File: config.mk
export PLATFORM = sky130hd
export DESIGN_NAME = uart_fifo_core
export DESIGN_NICKNAME = d
export VERILOG_FILES = /design/src/rtl/uart_fifo_core.sv
export SDC_FILE = /design/constraint.sdc
export NUM_CORES = 1
export LEC_CHECK = 0
export ABC_AREA = 1
export BUFFER_PORTS_ARGS = -buffer_cell sky130_fd_sc_hd__buf_2
export CAP_MARGIN = 20
export CORE_ASPECT_RATIO = 0.9
export CORE_MARGIN = 2
export CORE_UTILIZATION = 55
export CTS_BUF_LIST = sky130_fd_sc_hd__clkbuf_2
export DETAILED_ROUTE_END_ITERATION = 6
export PLACE_DENSITY = 0.84
export SLEW_MARGIN = 20
export SYNTH_ARGS = -nofsm -noshare
export SYNTH_HDL_FRONTEND = slang
export SYNTH_SLANG_ARGS = --single-unit
File: constraint.sdc
create_clock -name clk -period 12.7 [get_ports clk]
set_clock_uncertainty 0.15 [all_clocks]
set_input_delay 1.905 -clock clk [delete_from_list [all_inputs] [get_ports clk]]
set_output_delay 1.905 -clock clk [all_outputs]
set_load 0.005 [all_outputs]
File: src/rtl/uart_fifo_core.sv
// UART with TX/RX serialisers, RX and TX FIFOs and a pending-data interrupt.
// Define UART_PARITY_EN to add an even-parity bit to every frame.
module uart_fifo_core #(
    parameter int BAUD_RATE  = 115200,
    parameter int DATA_BITS  = 8,
    parameter int STOP_BITS  = 1,
    parameter int FIFO_DEPTH = 4
) (
    input  logic                 clk,
    input  logic                 reset,
    input  logic [31:0]          clk_freq,
    input  logic                 rx,
    output logic                 tx,
    input  logic [DATA_BITS-1:0] tx_data,
    input  logic                 tx_wr,
    output logic                 tx_full,
    output logic                 tx_busy,
    output logic [DATA_BITS-1:0] rx_data,
    input  logic                 rx_rd,
    output logic                 rx_avail,
    output logic                 rx_overrun,
    output logic                 frame_err,
    output logic                 parity_err,
    input  logic                 err_clr,
    output logic                 int_req
);

    localparam int AW = $clog2(FIFO_DEPTH);

    localparam logic [2:0] S_IDLE   = 3'd0;
    localparam logic [2:0] S_START  = 3'd1;
    localparam logic [2:0] S_DATA   = 3'd2;
    localparam logic [2:0] S_PARITY = 3'd3;
    localparam logic [2:0] S_STOP   = 3'd4;

    localparam logic [3:0] LAST_BIT  = 4'(DATA_BITS - 1);
    localparam logic [1:0] LAST_STOP = 2'(STOP_BITS - 1);

    logic [31:0] div_raw;
    logic [31:0] div_calc;

    assign div_raw  = clk_freq / 32'(BAUD_RATE);
    assign div_calc = (div_raw < 32'd2) ? 32'd2 : div_raw;

    // ---------------- TX FIFO ----------------
    logic [DATA_BITS-1:0] txf_mem [FIFO_DEPTH];
    logic [AW:0]          txf_wp;
    logic [AW:0]          txf_rp;
    logic                 txf_empty;
    logic                 txf_push;
    logic                 txf_pop;
    logic [DATA_BITS-1:0] txf_head;

    assign txf_empty = (txf_wp == txf_rp);
    assign tx_full   = (txf_wp[AW] != txf_rp[AW]) &&
                       (txf_wp[AW-1:0] == txf_rp[AW-1:0]);
    assign txf_push  = tx_wr && !tx_full;
    assign txf_head  = txf_mem[txf_rp[AW-1:0]];

    always_ff @(posedge clk) begin
        if (txf_push)
            txf_mem[txf_wp[AW-1:0]] <= tx_data;
    end

    always_ff @(posedge clk or posedge reset) begin
        if (reset) begin
            txf_wp <= '0;
            txf_rp <= '0;
        end else begin
            if (txf_push)
                txf_wp <= txf_wp + 1'b1;
            if (txf_pop)
                txf_rp <= txf_rp + 1'b1;
        end
    end

    // ---------------- TX FSM ----------------
    logic [2:0]           tx_st;
    logic [31:0]          tx_div;
    logic [31:0]          tx_cnt;
    logic [DATA_BITS-1:0] tx_sh;
    logic [3:0]           tx_bit;
    logic [1:0]           tx_stop;
    logic                 tx_last;
`ifdef UART_PARITY_EN
    logic                 tx_par;
`endif

    // Final stop bit ends this cycle: a queued word starts with no idle gap.
    assign tx_last = (tx_st == S_STOP) && (tx_cnt == 32'd0) &&
                     (tx_stop == LAST_STOP);
    assign txf_pop = ((tx_st == S_IDLE) || tx_last) && !txf_empty;
    assign tx_busy = (tx_st != S_IDLE) || !txf_empty;

    always_ff @(posedge clk or posedge reset) begin
        if (reset) begin
            tx_st   <= S_IDLE;
            tx_div  <= 32'd2;
            tx_cnt  <= '0;
            tx_sh   <= '0;
            tx_bit  <= '0;
            tx_stop <= '0;
`ifdef UART_PARITY_EN
            tx_par  <= 1'b0;
`endif
        end else if (txf_pop) begin
            tx_st   <= S_START;
            tx_div  <= div_calc;
            tx_cnt  <= div_calc - 32'd1;
            tx_sh   <= txf_head;
`ifdef UART_PARITY_EN
            tx_par  <= ^txf_head;
`endif
        end else if (tx_st != S_IDLE) begin
            if (tx_cnt != 32'd0) begin
                tx_cnt <= tx_cnt - 32'd1;
            end else begin
                tx_cnt <= tx_div - 32'd1;
                case (tx_st)
                    S_START: begin
                        tx_st  <= S_DATA;
                        tx_bit <= '0;
                    end
                    S_DATA: begin
                        if (tx_bit == LAST_BIT) begin
`ifdef UART_PARITY_EN
                            tx_st <= S_PARITY;
`else
                            tx_st <= S_STOP;
`endif
                            tx_stop <= '0;
                        end else begin
                            tx_bit <= tx_bit + 4'd1;
                            tx_sh  <= tx_sh >> 1;
                        end
                    end
                    S_PARITY: begin
                        tx_st   <= S_STOP;
                        tx_stop <= '0;
                    end
                    S_STOP: begin
                        if (tx_stop == LAST_STOP)
                            tx_st <= S_IDLE;
                        else
                            tx_stop <= tx_stop + 2'd1;
                    end
                    default: tx_st <= S_IDLE;
                endcase
            end
        end
    end

    always_comb begin
        tx = 1'b1;
        case (tx_st)
            S_START:  tx = 1'b0;
            S_DATA:   tx = tx_sh[0];
`ifdef UART_PARITY_EN
            S_PARITY: tx = tx_par;
`else
            S_PARITY: tx = 1'b1;
`endif
            default:  tx = 1'b1;
        endcase
    end

    // ---------------- RX FSM ----------------
    logic                 rx_s1;
    logic                 rx_s2;
    logic                 rx_prev;
    logic [2:0]           rx_st;
    logic [31:0]          rx_div;
    logic [31:0]          rx_cnt;
    logic [DATA_BITS-1:0] rx_sh;
    logic [3:0]           rx_bit;
    logic                 rx_push;
    logic                 fe_set;

    assign rx_push = (rx_st == S_STOP) && (rx_cnt == 32'd0);
    assign fe_set  = rx_push && !rx_s2;

    always_ff @(posedge clk or posedge reset) begin
        if (reset) begin
            rx_s1   <= 1'b1;
            rx_s2   <= 1'b1;
            rx_prev <= 1'b1;
        end else begin
            rx_s1   <= rx;
            rx_s2   <= rx_s1;
            rx_prev <= rx_s2;
        end
    end

    always_ff @(posedge clk or posedge reset) begin
        if (reset) begin
            rx_st  <= S_IDLE;
            rx_div <= 32'd2;
            rx_cnt <= '0;
            rx_sh  <= '0;
            rx_bit <= '0;
        end else if (rx_st == S_IDLE) begin
            if (rx_prev && !rx_s2) begin
                rx_st  <= S_START;
                rx_div <= div_calc;
                rx_cnt <= (div_calc >> 1) - 32'd1;
            end
        end else if (rx_cnt != 32'd0) begin
            rx_cnt <= rx_cnt - 32'd1;
        end else begin
            rx_cnt <= rx_div - 32'd1;
            case (rx_st)
                S_START: begin
                    rx_st  <= rx_s2 ? S_IDLE : S_DATA;
                    rx_bit <= '0;
                end
                S_DATA: begin
                    rx_sh <= {rx_s2, rx_sh[DATA_BITS-1:1]};
                    if (rx_bit == LAST_BIT)
`ifdef UART_PARITY_EN
                        rx_st <= S_PARITY;
`else
                        rx_st <= S_STOP;
`endif
                    else
                        rx_bit <= rx_bit + 4'd1;
                end
                S_PARITY: rx_st <= S_STOP;
                S_STOP:   rx_st <= S_IDLE;
                default:  rx_st <= S_IDLE;
            endcase
        end
    end

    // ---------------- RX FIFO ----------------
    logic [DATA_BITS-1:0] rxf_mem [FIFO_DEPTH];
    logic [AW:0]          rxf_wp;
    logic [AW:0]          rxf_rp;
    logic                 rxf_full;
    logic                 rxf_pop;
    logic                 rxf_push;
    logic                 ovr_set;

    assign rx_avail = (rxf_wp != rxf_rp);
    assign rxf_full = (rxf_wp[AW] != rxf_rp[AW]) &&
                      (rxf_wp[AW-1:0] == rxf_rp[AW-1:0]);
    assign rxf_pop  = rx_rd && rx_avail;
    assign rxf_push = rx_push && (!rxf_full || rxf_pop);
    assign ovr_set  = rx_push && rxf_full && !rxf_pop;
    assign rx_data  = rxf_mem[rxf_rp[AW-1:0]];

    always_ff @(posedge clk) begin
        if (rxf_push)
            rxf_mem[rxf_wp[AW-1:0]] <= rx_sh;
    end

    always_ff @(posedge clk or posedge reset) begin
        if (reset) begin
            rxf_wp <= '0;
            rxf_rp <= '0;
        end else begin
            if (rxf_push)
                rxf_wp <= rxf_wp + 1'b1;
            if (rxf_pop)
                rxf_rp <= rxf_rp + 1'b1;
        end
    end

    // ---------------- Flags and interrupt ----------------
    always_ff @(posedge clk or posedge reset) begin
        if (reset) begin
            rx_overrun <= 1'b0;
            frame_err  <= 1'b0;
            int_req    <= 1'b0;
        end else begin
            if (ovr_set)
                rx_overrun <= 1'b1;
            else if (err_clr)
                rx_overrun <= 1'b0;
            if (fe_set)
                frame_err <= 1'b1;
            else if (err_clr)
                frame_err <= 1'b0;
            int_req <= rx_avail | rx_overrun;
        end
    end

`ifdef UART_PARITY_EN
    logic pe_set;
    logic pe_q;

    assign pe_set = (rx_st == S_PARITY) && (rx_cnt == 32'd0) &&
                    (rx_s2 != ^rx_sh);

    always_ff @(posedge clk or posedge reset) begin
        if (reset)
            pe_q <= 1'b0;
        else if (pe_set)
            pe_q <= 1'b1;
        else if (err_clr)
            pe_q <= 1'b0;
    end

    assign parity_err = pe_q;
`else
    assign parity_err = 1'b0;
`endif

endmodule

# --- Word-level counts from Yosys, hierarchy flattened ---
# Memory sizes are Yosys's and may differ from the RTL's.
# Index checks and enable logic that the tools add are counted.
classes:
  add_sub_neg: 13
  div_mod_pow: 1
  n_lt_le_gt_ge: 1
  eq_ne: 27
  mux: 39
  bitwise: 5
  n_reduce_logical: 44
ops:
  columns: ["operator", "n"]
  rows:
  - ["32-bit 2-to-1 mux", 7]
  - ["32-bit by 1-bit subtractor with 32-bit output (second input constant)", 5]
  - ["32-bit logical NOT", 2]
  - ["32-bit nonzero test", 2]
  - ["8-bit 2-to-1 mux", 5]
  - ["32-bit by 17-bit divider with 32-bit output (second input constant)", 1]
  - ["32-bit by 2-bit less-than comparator with 1-bit output (second input constant)", 1]
  - ["31-bit by 1-bit subtractor with 32-bit output (second input constant)", 1]
  - ["3-bit 2-to-1 mux", 9]
  - ["4-bit one-hot mux with 2 select lines", 2]
  - ["2-bit inequality test (second input constant)", 7]
  - ["1-bit logical AND", 13]
  - ["3-bit by 1-bit adder with 3-bit output (second input constant)", 4]
  - ["3-bit by 2-bit equality test with 1-bit output (second input constant)", 4]
  - ["3-bit one-hot mux with 4 select lines", 1]
  - ["4-bit AND reduction", 3]
  - ["2-bit nonzero test", 6]
  - ["3-bit one-hot mux with 3 select lines", 1]
  - ["4-bit by 1-bit adder with 4-bit output (second input constant)", 2]
  - ["4-bit by 3-bit equality test with 1-bit output (second input constant)", 2]
  - ["4-bit 2-to-1 mux", 2]
  - ["1-bit 2-to-1 mux", 7]
  - ["3-bit by 1-bit equality test with 1-bit output (second input constant)", 2]
  - ["3-bit equality test (second input constant)", 2]
  - ["22 further kinds", 39]
totals:
  ff_bits: 178
  mem_bits_rw: 64
  in_bits: 46
  out_inout_bits: 16
  wordCells: 153
  n_memories: 2
mem_list:
  columns: ["name", "words", "word_bits", "read_ports", "rd_ports_with_merged_regs", "wr", "line", "source"]
  rows:
  - ["rxf_mem", 4, 8, 1, 0, 1, "235", "logic [DATA_BITS-1:0] rxf_mem [FIFO_DEPTH];"]
  - ["txf_mem", 4, 8, 1, 0, 1, "46", "logic [DATA_BITS-1:0] txf_mem [FIFO_DEPTH];"]

# --- Depth between registers and ports, before layout ---
# Gate-level depths: netlist (run 1).
logic_depth:
  ltp_word: 7
  mapped_depth: 112

# --- Worst setup path after synthesis (run 1) ---
# Ideal clock, no wire load.
synth_timing:
  path_type: "input-to-reg"
  from: "input port clk_freq[29]"
  to: "register rx_cnt[30]"
  setup_time_ns: 0.080
  arrival_time_ns: 11.781
  path_slack_ns: 0.689
  stages: 101
  n_path_buf: 2
  path_cell_list: "nand2_1 > clkinv_1 > nand4_2 > nand4_1 > o21ai_2 > nand2_2 > nand2_2 > nand3_1 > nor2_1 > nand2_2 > nand2_4 > nand2_4 > nand2_1 > nand2_2 > inv_2 > nand2_1 > nor2_2 > nand2_4 > [65 not listed] > ha_1 > inv_1 > nor2_1 > inv_2 > nor2_1 > inv_2 > nor2_1 > inv_2 > nor2_1 > nand2_1 > inv_2 > nand4_1 > nor2_1 > o21ai_1 > a21oi_2 > nand4_1 > nor2_1 > xnor2_1"
synth_between:
  elab_chain_cells: 6
synth_rtl:
  columns: ["item", "line", "source"]
  rows:
  - ["start: declaration", "11", "input logic [31:0] clk_freq,"]
  - ["32-bit by 17-bit divider with 32-bit output (*)", "42", "assign div_raw = clk_freq / 32'(BAUD_RATE);"]
  - ["32-bit by 2-bit less-than comparator with 1-bit output", "43", "assign div_calc = (div_raw < 32'd2) ? 32'd2 : div_raw;"]
  - ["32-bit 2-to-1 mux (*)", "43", null]
  - ["31-bit by 1-bit subtractor with 32-bit output (*)", "205", "rx_cnt <= (div_calc >> 1) - 32'd1;"]
  - ["32-bit 2-to-1 mux (*)", "202", "if (rx_prev && !rx_s2) begin"]
  - ["32-bit 2-to-1 mux (*)", "201", "end else if (rx_st == S_IDLE) begin"]
  - ["end signal: assignment", "205", null]
  - ["end signal: assignment", "208", "rx_cnt <= rx_cnt - 32'd1;"]
  - ["end signal: assignment", "210", "rx_cnt <= rx_div - 32'd1;"]
  - ["end: declaration", "173", "logic [31:0] rx_cnt;"]
# Every way passes the cells marked *; elsewhere a longest branch is shown, timed or not. The select of a mux whose other input is x is not followed.
# A chain may end at the register's enable or synchronous reset.

# --- Final worst setup path (run 1) ---
layout_timing:
  from: "input port clk_freq[25]"
  to: "register tx_cnt[30]"
layout_between:
  elab_chain_cells: 5
layout_rtl:
  columns: ["item", "line", "source"]
  rows:
  - ["32-bit by 17-bit divider with 32-bit output (*)", "42", null]
  - ["32-bit by 2-bit less-than comparator with 1-bit output", "43", null]
  - ["32-bit 2-to-1 mux (*)", "43", null]
  - ["32-bit by 1-bit subtractor with 32-bit output (*)", "109", "tx_cnt <= div_calc - 32'd1;"]
  - ["32-bit 2-to-1 mux (*)", "106", "end else if (txf_pop) begin"]
  - ["end signal: assignment", "109", null]
  - ["end signal: assignment", "116", "tx_cnt <= tx_cnt - 32'd1;"]
  - ["end signal: assignment", "118", "tx_cnt <= tx_div - 32'd1;"]
  - ["end: declaration", "80", "logic [31:0] tx_cnt;"]
# Every way passes the cells marked *; elsewhere a longest branch is shown, timed or not.

==> metrics.txt, run 1 <==
status finished, final reports clean; Crit Path Class input port to register; crit path launch type input port; Num Clock Sinks between 200 and 250; remaining antenna violation count 0; final setup TNS 0 ns; Seq/Total Area, Yosys 0.400; critical path fanouts, max 8; fin crit share 0.981; Max-Cap Viols 0; Via density around 5.5; Max-slew headroom 0.245; initial DRC count 1192; nature of the critical path endpoint register; fmax 0.0802 GHz; Avg Inst Size Synth around 7.3 um^2; Slew Viols, Final 0; Final Critical Period between 10 and 15 ns; reg-to-reg endpoint tx_cnt[30]; H-tree depth 2; via count approximately 14000; Core ar. about 0.025 mm^2; Detailed Place HPWL about 25 mm; die area about 0.027 mm^2; final RePlAce weighted congestion ~0.92; IO Port Bufs 51; GRT Overall Usage 0.258; Final #Nets roughly 2200; start point of the worst hold path rx_s1; Slowest cell on crit path o21ai_2; Worst R2R Start tx_cnt[2]; Commonest cells post-synth 493 x nand2_1, 242 x inv_1, 217 x nor2_1; effective utilization at floorplan 0.556; CP arrival around 13 ns; Yosys top cell area share 0.253; root buffer cell clkbuf_2; cell area after synthesis roughly 0.014 mm^2; main flop type after synthesis dfrtp_1; Max stage delay on crit path about 0.27 ns; ys async rst share 0.695; CTS tree yes; final hold viol count 0; met2 usage 0.446; Slew @ Worst Pin about 1.1 ns; pin count of the biggest net entering global routing just under 80; clk_lat worst skew between 0.8 and 0.9 ns; GRT busiest layer met2; Setup-failing EPs final 0; cells after synthesis approximately 1900; number of enable flip-flop cells after synthesis 64; vias in the first global route between 10000 and 15000; CTS Buf Count 52; met3 Use GR 0.0326; DRC violations left 0; count leader, synth nand2_1; routing usage on met1 0.343; Pre-antenna DRT Iters 6; clock-pin slew on the worst setup and hold paths 0.10 ns; routed wire length per instance approximately 14 um; Seq cells post-synth 210; Die H around 160 um; gr ovfl total 0; Cell Rows 55; Crit path required time ~13 ns; Post-Syn Nets around 2000; first-pass GRT wire length between 50 and 60 mm; fillers about 1900; worst reg2reg path depth 21; hold path cells 0; Die W approximately 170 um; initial antenna violation count 2; min-delay worst type register to register; routed wire length between 30 and 40 mm; Yosys cell types 56; r2r setup slk between 7 and 8 ns; Max Root-Sink Buffers 3; Min-Delay Endpoint rx_s2; num ports slightly above 60; YS warnings 0; fraction of layout instances using a drive strength above 1 0.266; leading area contributor after synthesis dfrtp_1; # hold bufs at CTS 0; Layout area overhead 23.1%; dominant cells by area after synthesis dfrtp_1 25%, edfxtp_1 14%, nand2_1 13%
==> metal layers <==
metal	wire length, um	part of all wire	up-vias
met5	0	0	-
met4	1040	0.028	0
met3	2380	0.065	96
met2	18100	0.49	528
met1	15200	0.41	6580
li1	-	-	6795
==> layout make-up <==
| cell class | count | area, um^2 | share of cell area |
|---|---|---|---|
| diodes | 2 | 5.00 | 0.000292 |
| clock buffers | 73 | 365 | 0.0213 |
| clock inverters | 23 | 145 | 0.00846 |
| inverters | 272 | 1030 | 0.0598 |
| multi-input cells | 1389 | 7900 | 0.460 |
| flip-flops and latches | 210 | 5580 | 0.325 |
| well taps | 342 | 428 | 0.0250 |
| repair buffers | 240 | 1700 | 0.0993 |
==> layout by cell type (no fill, tap or decap), types with 24 or more instances in the layout <==
cell type and n:
clkbuf_2 73, buf_4 186, nor2_1 195, inv_2 28, nand2_1 451, nand3_1 88
buf_2 51, dfrtp_1 141, edfxtp_1 64, xnor2_1 24, xor2_1 49, clkinv_1 25
nor2_2 25, inv_1 237, nand4_1 36, nand3_2 34, nand2_2 66, nor2_4 29
o21ai_0 126, nand2_4 32
==> through the flow <==
stage	hold WS (ns)	utilization	std cells	area (um^2)	setup slack (ns)
detailed placement	0.201	0.626	2421	15700	-0.558
floorplan	0.195	-	1906	13900	0.689
global route	0.224	0.685	2551	17200	-0.549
finish	0.218	0.685	2551	17200	0.238
global placement	0.201	0.626	2421	15700	-0.0300
CTS	0.221	0.647	2517	16200	0.280
==> sequential cells by signal, summed over array words and instances (netlist names), 4 cells and up <==
name,count
rx_sh,8
rxf_mem,32
tx_cnt,32
rx_bit,4
tx_bit,4
tx_div,16
rx_cnt,32
tx_sh,8
rx_div,16
txf_mem,32
==> worst max-delay path, delay by kind of cell <==
family	cells	cell delay, ns
AOI/OAI and AO/OA	7	1.19
xor gates and xnor gates	2	0.27
adders and majority gates	1	0.16
buffers and inverters	11	1.26
and+or+nand+nor	75	8.17
==> what timing repair did <==
item                                    in CTS  in global routing
gates resized for setup                      0                180
endpoints found under the setup margin       0                 28
buffers inserted                             0                 31
==> cells by family after synthesis <==
| group | after synthesis | synth area share |
|---|---|---|
| AND/OR/NAND/NOR | 1020 | 0.335 |
| AO/OA/AOI/OAI | 278 | 0.120 |
| buffers and inverters | 308 | 0.0843 |
| flip-flops | 210 | 0.400 |
| XOR/XNOR | 73 | 0.0459 |
| multiplexers | 1 | 0.000808 |
| other | 1 | 0.000269 |
| adder cells (fa/ha/maj) | 15 | 0.0135 |
==> worst max path at each step <==
stage,cells after the start,to,from
after detailed placement,90,tx_cnt[30],clk_freq[29]
after global placement,94,tx_cnt[30],clk_freq[29]
after floorplan,101,rx_cnt[30],clk_freq[29]
final,96,tx_cnt[30],clk_freq[25]
after CTS,90,tx_cnt[30],clk_freq[28]
after global routing,95,tx_cnt[30],clk_freq[25]
Power of run 1 is left out: the tool's default activity adds up to more than one toggle a clock period on the data nets, which glitch-free logic cannot reach.
==> inputs of run 2 (changes only) <==
==> constraint.sdc (replaced) <==
create_clock -name clk -period 14.91 [get_ports clk]
set_clock_uncertainty 0.15 [all_clocks]
set_input_delay 2.2365 -clock clk [delete_from_list [all_inputs] [get_ports clk]]
set_output_delay 2.2365 -clock clk [all_outputs]
set_load 0.005 [all_outputs]
==> run 2 against run 1 <==
- the flow now finishes with violations (DRC)
- core utilization shrank 8.1 points
- critical path depth increased by 8
- first-iteration DRC count down 21%
- register-to-register slack better by 2.0 ns
- die area unchanged
- global-route usage decreased by 0.74 points
- highest routed layer unchanged
- setup slack improved by 0.86 ns
- cell area shrank 12%
==> metrics.txt, run 2 (synthesized netlist as in run 1, its figures left out) <==
die area 0.0266 mm^2 (unchanged); CTS Buf Count 52 (unchanged); routed wire length 32.5 mm (was 36.7 mm); fin crit share 0.926; Via density 5.45 (was 5.49); Crit path required time 15.47 ns (was 13.25 ns); crit-path leading delay family simple AND/OR/NAND/NOR gates (unchanged); pin count of the biggest net entering global routing 86 (was 77); Sequential Area 0.00558 mm^2 (unchanged); Cell Rows 55 (unchanged); initial DRC count 938 (was 1192); min-delay worst type register to register (unchanged); Layout area overhead 8.51% (was 23.1%); DRC violations left 3 (was 0); Final Critical Period around 14 ns; commonest non-fill, non-tap cell in the layout nand2_1 (unchanged); IO Port Bufs 51 (unchanged); fraction of layout instances using a drive strength above 1 0.155 (was 0.266); Max-Cap Viols 0 (unchanged); root buffer cell clkbuf_2 (unchanged); CTS tree yes (unchanged); CP bufs+invs 12 (was 11); nature of the critical path endpoint register (unchanged); num ports 62 (unchanged); gr ovfl total 0 (unchanged); Critical Path Most Common Cell nand2_2; Core ar. 0.0250 mm^2 (unchanged); # hold bufs at CTS 0 (unchanged); commonest non-fill, non-tap cells in the layout 490 x nand2_1, 240 x inv_1, 207 x nor2_1 (was 451 x nand2_1, 237 x inv_1, 195 x nor2_1); remaining antenna violation count 0 (unchanged); Die W 172 um (unchanged); Die H 155 um (unchanged); status finished with violations (was finished, final reports clean); CP arrival 14.37 ns (was 13.02 ns); Num Clock Sinks 210 (unchanged); Crit Path Class input port to register (unchanged); Setup-failing EPs final 0 (unchanged); H-tree depth 2 (unchanged); critical path fanouts, max 11 (was 8); clock-pin slew on the worst setup and hold paths 0.10 ns (about the same); Slew @ Worst Pin 1.08 ns (was 1.13 ns); vias in the first global route 12500 (was 13000); final RePlAce weighted congestion 0.885 (was 0.920); first-pass GRT wire length 56.0 mm (was 57.6 mm); clk_lat worst skew 0.79 ns (was 0.82 ns); fillers 2258 (was 1858); GRT Overall Usage 0.251 (was 0.258); crit path launch type input port (unchanged); fmax slightly above 0.07 GHz; Slew Viols, Final 0 (unchanged); Max-slew headroom 0.278 (was 0.245); Final #Nets 2049 (was 2226); Slowest cell on crit path o21ai_2 (unchanged); Max Root-Sink Buffers 3 (unchanged); Max stage delay on crit path 0.26 ns (was 0.27 ns); Pre-antenna DRT Iters 7 (was 6); initial antenna violation count 1 (was 2); Detailed Place HPWL 23.5 mm (was 24.9 mm); final setup TNS 0 ns (unchanged); routed wire length per instance 13.7 um (was 14.4 um); final hold viol count 0 (unchanged); failing checks DRC; via count 12900 (was 14000); area of the multi-input gates 0.00729 mm^2 (was 0.00790 mm^2); effective utilization at floorplan 0.556 (unchanged)
[run 2: cell count changes in the layout (fill, tap and decap cells not counted), sizes merged]
cell	change
buf	-176
bufinv	-2
clkinv	-3
clkinvlp	+1
diode	+2
inv	-2
nand2	-1
[run 2: through the flow]
stage / area (um^2) / hold WS [ns] / cells / worst slack (ns) / util
4_1_cts: 15000 / 0.237 / 2359 / 0.745 / 0.597
3_5_place_dp: 14500 / 0.206 / 2269 / -0.0942 / 0.580
3_3_place_gp: 14500 / 0.201 / 2269 / 0.469 / 0.580
5_1_grt: 15100 / 0.244 / 2370 / -0.0885 / 0.604
2_1_floorplan: 13900 / 0.195 / 1906 / 2.57 / -
6_report: 15100 / 0.225 / 2370 / 1.10 / 0.604
[run 2: worst reg2reg max path, stage by stage, from the launching register on]
cell and delay [ns]:
dfrtp_1 0.42, nor4_1 0.37, nand4_1 0.18, nor4_1 0.23, buf_4 0.22, nand3_1 0.08, nand2_1 0.07, nand2_2 0.05
clkinv_1 0.35, nor2_1 0.37, a22oi_1 0.61, nand2_1 0.25, inv_2 0.17, ha_1 0.20, nand3_1 0.20, nor2_4 0.21
nand4_1 0.12, nor4_2 0.23, o2111ai_2 0.22, nor2_2 0.22, nand3_1 0.12, xor2_1 0.16
[run 2: cell type report]
cell class | instances | share of cell area
Clock buffer | 73 | 0.0242
Clock inverter | 17 | 0.00455
Timing Repair Buffer | 64 | 0.0233
Multi-Input combinational cell | 1388 | 0.482
Tap cell | 342 | 0.0283
Antenna cell | 4 | 0.000662
Inverter | 272 | 0.0680
Sequential cell | 210 | 0.369
[run 2: repair_timing]
action,in CTS,in global routing
buffers inserted,0,7
endpoints found under the setup margin,0,19
resized for setup,0,29
endpoints found under the hold margin,0,0
[run 2: worst paths after layout]
path	startpoint	endpoint	slack, ns	cells after the start
min in group asynchronous	reset	tx_st[1]	1.38	2
max reg2reg	tx_cnt[12]	tx_cnt[30]	9.60	21
min	rx_s1	rx_s2	0.23	0
max	clk_freq[26]	rx_cnt[30]	1.10	104
max in group asynchronous	reset	tx_cnt[9]	11.89	3
min reg2reg	rx_s1	rx_s2	0.23	0
[run 2: metal layers]
metal / share of wire / GRT usage / up-vias
li1: - / - / 6411
met3: 0.055 / 0.0356 / 69
met2: 0.47 / 0.422 / 394
met4: 0.024 / 0.0904 / 0
met1: 0.45 / 0.332 / 6032
met5: 0 / 0 / -
Power of run 2 is left out for the same reason.
